==> config.mk <==
export PLATFORM = sky130hd
export DESIGN_NAME = blackjack_round_ctrl
export DESIGN_NICKNAME = d
export VERILOG_FILES = /design/src/rtl/blackjack_round_ctrl.sv
export SDC_FILE = /design/constraint.sdc
export NUM_CORES = 1
export LEC_CHECK = 0
export ABC_AREA = 1
export CORE_MARGIN = 5
export CORE_UTILIZATION = 40
export DETAILED_ROUTE_END_ITERATION = 10
export PLACE_DENSITY = 0.65
export SYNTH_ARGS = -nofsm -noshare
export SYNTH_HDL_FRONTEND = slang
export SYNTH_SLANG_ARGS = --single-unit
==> constraint.sdc <==
create_clock -name clk -period 5.36 [get_ports clk]
set_input_delay 0.804 -clock clk [delete_from_list [all_inputs] [get_ports clk]]
set_output_delay 0.804 -clock clk [all_outputs]
set_load 0.005 [all_outputs]
==> src/rtl/blackjack_round_ctrl.sv <==
`default_nettype none
// +----------------------------------------------------------------------------+
// | blackjack_round_ctrl : deals one blackjack round, runs the player/dealer    |
// | turns and resolves the result. BLACKJACK_SOFT_ACE_EN enables soft aces.     |
// | Rev 1.0                                                                     |
// +----------------------------------------------------------------------------+
module blackjack_round_ctrl #(
  parameter int DEALER_STAND = 17,
  parameter int BUST_LIMIT   = 21
) (
  input  logic       clk,
  input  logic       reset,
  input  logic       start,
  input  logic       card_valid,
  input  logic [3:0] card_value,
  input  logic       player_hit,
  input  logic       player_stand,
  output logic       card_req,
  output logic       card_to_dealer,
  output logic [5:0] player_hand,
  output logic [5:0] dealer_hand,
  output logic [1:0] game_result,
  output logic       busy,
  output logic       done
);

  localparam logic [5:0] c_bust_limit   = 6'(BUST_LIMIT);
  localparam logic [5:0] c_dealer_stand = 6'(DEALER_STAND);

  localparam logic [3:0] c_idle        = 4'd0;
  localparam logic [3:0] c_deal_p1     = 4'd1;
  localparam logic [3:0] c_deal_d1     = 4'd2;
  localparam logic [3:0] c_deal_p2     = 4'd3;
  localparam logic [3:0] c_deal_d2     = 4'd4;
  localparam logic [3:0] c_player_turn = 4'd5;
  localparam logic [3:0] c_player_draw = 4'd6;
  localparam logic [3:0] c_dealer_turn = 4'd7;
  localparam logic [3:0] c_dealer_draw = 4'd8;
  localparam logic [3:0] c_resolve     = 4'd9;
  localparam logic [3:0] c_done        = 4'd10;

  logic [3:0] r_state;
  logic [5:0] r_player_hand;
  logic [5:0] r_dealer_hand;
  logic [1:0] r_result;
  logic       r_done;

  logic       w_accept;
  logic [3:0] w_card;
  logic [5:0] w_tgt_hand;
  logic [5:0] w_new_hand;
  logic       w_player_bust;
  logic       w_dealer_bust;
  logic [1:0] w_result;

  always_comb begin
    card_req       = 1'b0;
    card_to_dealer = 1'b0;
    case (r_state)
      c_deal_p1, c_deal_p2, c_player_draw: card_req = 1'b1;
      c_deal_d1, c_deal_d2, c_dealer_draw: begin
        card_req       = 1'b1;
        card_to_dealer = 1'b1;
      end
      default: ;
    endcase
  end

  assign busy        = (r_state != c_idle) && (r_state != c_done);
  assign done        = r_done;
  assign player_hand = r_player_hand;
  assign dealer_hand = r_dealer_hand;
  assign game_result = r_result;

  // Rank 0 is never a card; ranks above 10 count as a face card.
  assign w_accept   = card_req && card_valid && (card_value != 4'd0);
  assign w_card     = (card_value > 4'd10) ? 4'd10 : card_value;
  assign w_tgt_hand = card_to_dealer ? r_dealer_hand : r_player_hand;

  assign w_player_bust = r_player_hand > c_bust_limit;
  assign w_dealer_bust = r_dealer_hand > c_bust_limit;

  always_comb begin
    if (w_player_bust)                     w_result = 2'b10;
    else if (w_dealer_bust)                w_result = 2'b01;
    else if (r_player_hand > r_dealer_hand) w_result = 2'b01;
    else if (r_player_hand < r_dealer_hand) w_result = 2'b10;
    else                                   w_result = 2'b11;
  end

`ifdef BLACKJACK_SOFT_ACE_EN
  logic       r_player_soft;
  logic       r_dealer_soft;
  logic       w_tgt_soft;
  logic       w_ace_high;
  logic       w_soft_sum;
  logic       w_new_soft;
  logic [5:0] w_raw_sum;

  // An ace counts 11 when it fits; a soft hand that overshoots drops back by 10.
  always_comb begin
    w_tgt_soft = card_to_dealer ? r_dealer_soft : r_player_soft;
    w_ace_high = (card_value == 4'd1) && ((w_tgt_hand + 6'd11) <= c_bust_limit);
    w_raw_sum  = w_tgt_hand + (w_ace_high ? 6'd11 : {2'b00, w_card});
    w_soft_sum = w_tgt_soft || w_ace_high;
    if (w_soft_sum && (w_raw_sum > c_bust_limit)) begin
      w_new_hand = w_raw_sum - 6'd10;
      w_new_soft = 1'b0;
    end else begin
      w_new_hand = w_raw_sum;
      w_new_soft = w_soft_sum;
    end
  end

  always_ff @(posedge clk or negedge reset) begin
    if (!reset) begin
      r_player_soft <= 1'b0;
      r_dealer_soft <= 1'b0;
    end else if (((r_state == c_idle) || (r_state == c_done)) && start) begin
      r_player_soft <= 1'b0;
      r_dealer_soft <= 1'b0;
    end else if (w_accept) begin
      if (card_to_dealer) r_dealer_soft <= w_new_soft;
      else                r_player_soft <= w_new_soft;
    end
  end
`else
  assign w_new_hand = w_tgt_hand + {2'b00, w_card};
`endif

  always_ff @(posedge clk or negedge reset) begin
    if (!reset) begin
      r_state       <= c_idle;
      r_player_hand <= 6'd0;
      r_dealer_hand <= 6'd0;
      r_result      <= 2'b00;
      r_done        <= 1'b0;
    end else begin
      r_done <= 1'b0;
      if (w_accept) begin
        if (card_to_dealer) r_dealer_hand <= w_new_hand;
        else                r_player_hand <= w_new_hand;
      end
      case (r_state)
        c_idle, c_done: begin
          if (start) begin
            r_player_hand <= 6'd0;
            r_dealer_hand <= 6'd0;
            r_result      <= 2'b00;
            r_state       <= c_deal_p1;
          end
        end
        c_deal_p1: if (w_accept) r_state <= c_deal_d1;
        c_deal_d1: if (w_accept) r_state <= c_deal_p2;
        c_deal_p2: if (w_accept) r_state <= c_deal_d2;
        c_deal_d2: if (w_accept) r_state <= c_player_turn;
        c_player_turn: begin
          if (w_player_bust)     r_state <= c_resolve;
          else if (player_stand) r_state <= c_dealer_turn;
          else if (player_hit)   r_state <= c_player_draw;
        end
        c_player_draw: if (w_accept) r_state <= c_player_turn;
        c_dealer_turn: begin
          if (r_dealer_hand < c_dealer_stand) r_state <= c_dealer_draw;
          else                                r_state <= c_resolve;
        end
        c_dealer_draw: if (w_accept) r_state <= c_dealer_turn;
        c_resolve: begin
          r_result <= w_result;
          r_done   <= 1'b1;
          r_state  <= c_done;
        end
        default: r_state <= c_idle;
      endcase
    end
  end

endmodule
`default_nettype wire

==> reports/metrics.csv <==
metric;value;unit
fin_tns_setup;0;ns
die_h;72.5;um
reg2reg_to;dealer_hand[4]$_DFF_PN0_;
layout_commonest_cell;nand2_1;
routed_wirelength;3750;um
synth_top_area_share;30.4;%
crit_fanout;7;
combPwrFrac;68.5;%
die_x;72.5;um
ir_drop;0.249;mV
r2r_start;r_state[1]$_DFFE_PN0P_;
fin_cells;301;
clkSinkCount;19;
mostFrequentLayoutCells;nand2_1, nor2_1, inv_1;
slew_headroom;41.9;%
yosys.area.top_type;dfrtp_1;
run_status;complete, no violations;
avgSynthCellArea;6.94;um^2
overflow;0;
dr.pass1.iters;4;
grt_pass1_wl;6640;um
hold_viol;0;
wl_per_cell;12.4;um
clk-insertion-delay-late;0.26;ns
crit_path_end_kind;output pin;
crit_chain;nor2_1 > nand3_1 > nand4_4 > clkdlybuf4s50_1;
switching_share;49.5;%
path_clk_slew;0.07;ns
hp-class;flip-flop to flip-flop;
p_int;0.000600;W
fmax;387;MHz
synth_fp_nets;246;
power.share.clock;8.6;%
worstSetupPathType;flip-flop to output pin;
maxCapViolCount;0;
gp_congestion;0.872;
crit_arrival;1.78;ns
drive_above_1_share;7.91;%
drc;0;
p_seq_share;23.0;%
cp_slowest_stage_delay;0.53;ns
r2r_slack;3.01;ns
post-cts-setup-buffer-count;0;
worstSetupStartpointType;flip-flop;
io_pins;28;
port_buffers;27;
core;3720;um^2
grt_max_degree;20;
fin_crit_sh;48.2;%
worstRegToRegCells;12;
synth_cells;225;
drtIter0Drc;118;
critPathCapture;card_req;
initial_core_util;42.0;%
synth_cell_types;28;
dp_cells;297;
htreeDepth;1;
ant_nets;0;
grt_pass1_vias;1470;
diodes;0;
cts-root-buf;clkbuf_8;
cts_buffer_depth;2;
rows;22;
cts_tree;built;
p_leak;0.976;nW
syn_to_final_growth;22.4;%
dieArea;5250;um^2
nets;275;
skew;0.00133;ns
crit_start;r_state[2]$_DFFE_PN0P_;
required;4.56;ns
holdBufCountCts;0;
antenna_found_initial;0;
cellPowerDensity;622;nW/um^2
setup_viol;0;
min_period;2.59;ns
grt_use_total;16.0;%
cp_slowest_cell;clkdlybuf4s50_1;
slew_viol_final;0;
cts_buffers;3;
power_switching;0.000589;W
tightest_slew;0.869;ns
fillers;371;
netlist_area;1560;um^2
ys_seq_area_share;30.4;%
yosys_warnings;0;
viasPerCell;5.03;
grt_setup_unrepaired;no;
detailroute.via_count;1515;
postCtsResizedCells;0;
fin_util;51.4;%
ys_top_cells_by_area;dfrtp_1, nand2_1, ha_1, nor2_1, inv_1;
ys_ff_latch;19;
dp_hpwl;3000;um
==> Yosys cell counts (all sizes together) <==
library cell / instances
nand4: 6
buf: 2
xor2: 2
a21oi: 7
dfrtp: 19
ha: 10
o21a: 1
nor3: 1
fa: 1
inv: 37
and3: 1
clkbuf: 1
nand2: 59
nor2: 34
a31oi: 1
nand3: 23
nor3b: 2
o21ai: 18
==> routing by layer <==
layer	vias up	GRT usage (%)	wire length (um)	part of all wire, %
li1	773	-	-	-
met1	665	23.4	1710	46
met2	68	23.0	1600	43
met3	9	3.05	356	9.5
met4	0	6.56	87	2.3
met5	-	0	0	0
==> power groups by stage <==
| stage | registers (W) | logic (W) | clock network, W |
|---|---|---|---|
| after global routing | 0.000287 | 0.000926 | 0.000112 |
| after global placement | 0.000276 | 0.000806 | 0 |
| final | 0.000273 | 0.000814 | 0.000102 |
| after floorplan | 0.000262 | 0.000565 | 0 |
| after detailed placement | 0.000275 | 0.000810 | 0 |
| after CTS | 0.000273 | 0.000818 | 0.000105 |
==> registers in the layout, summed over array words and instances, names as in the netlist <==
register	flops
dealer_hand	6
game_result	2
done	1
player_hand	6
r_state	4
==> layout make-up <==
type	count	area (um^2)	area share, %
inverters	37	139	7.27
multi-input cells	166	921	48.2
clock buffers	4	45.0	2.36
repair buffers	27	270	14.1
flip-flops and latches	19	475	24.9
well taps	48	60.1	3.14
==> kinds of logic (layout without fill, tap and decap cells) <==
kind of cell             count (synthesis)  in the layout  synth area share (%)
AO/OA/AOI/OAI                           27             27                  10.1
flip-flops                              19             19                  30.4
adder cells (fa/ha/maj)                 11             11                  9.29
XOR/XNOR                                 2              2                  1.12
AND/OR/NAND/NOR                        126            126                  38.5
buffers and inverters                   40             68                  10.6
==> worst max-delay path, delay by kind of cell, from the launching register on <==
kind                   cells  cell delay (ns)
flip-flops                 1             0.45
AND/OR/NAND/NOR            3             0.55
buffers and inverters      1             0.53
==> through the flow <==
step	instance area (um^2)	hold WS [ns]	total power (W)	setup slack, ns
floorplan	1560	0.498	0.000827	3.20
global placement	1870	0.501	0.00108	2.62
detailed placement	1870	0.492	0.00109	2.57
CTS	1910	0.523	0.00120	2.76
global route	1910	0.567	0.00132	2.65
finish	1910	0.519	0.00119	2.77
==> worst min path at each step <==
stage	start	end	slack (ns)	depth (start not counted)
global placement	game_result[0]$_DFFE_PN0P_	game_result[0]$_DFFE_PN0P_	0.50	2
finish	game_result[0]$_DFFE_PN0P_	game_result[0]$_DFFE_PN0P_	0.52	2
global route	game_result[0]$_DFFE_PN0P_	game_result[0]$_DFFE_PN0P_	0.57	2
detailed placement	game_result[0]$_DFFE_PN0P_	game_result[0]$_DFFE_PN0P_	0.49	2
floorplan	game_result[1]$_DFFE_PN0P_	game_result[1]$_DFFE_PN0P_	0.50	2
CTS	game_result[0]$_DFFE_PN0P_	game_result[0]$_DFFE_PN0P_	0.52	2
Power figures use the tool's default switching activity.
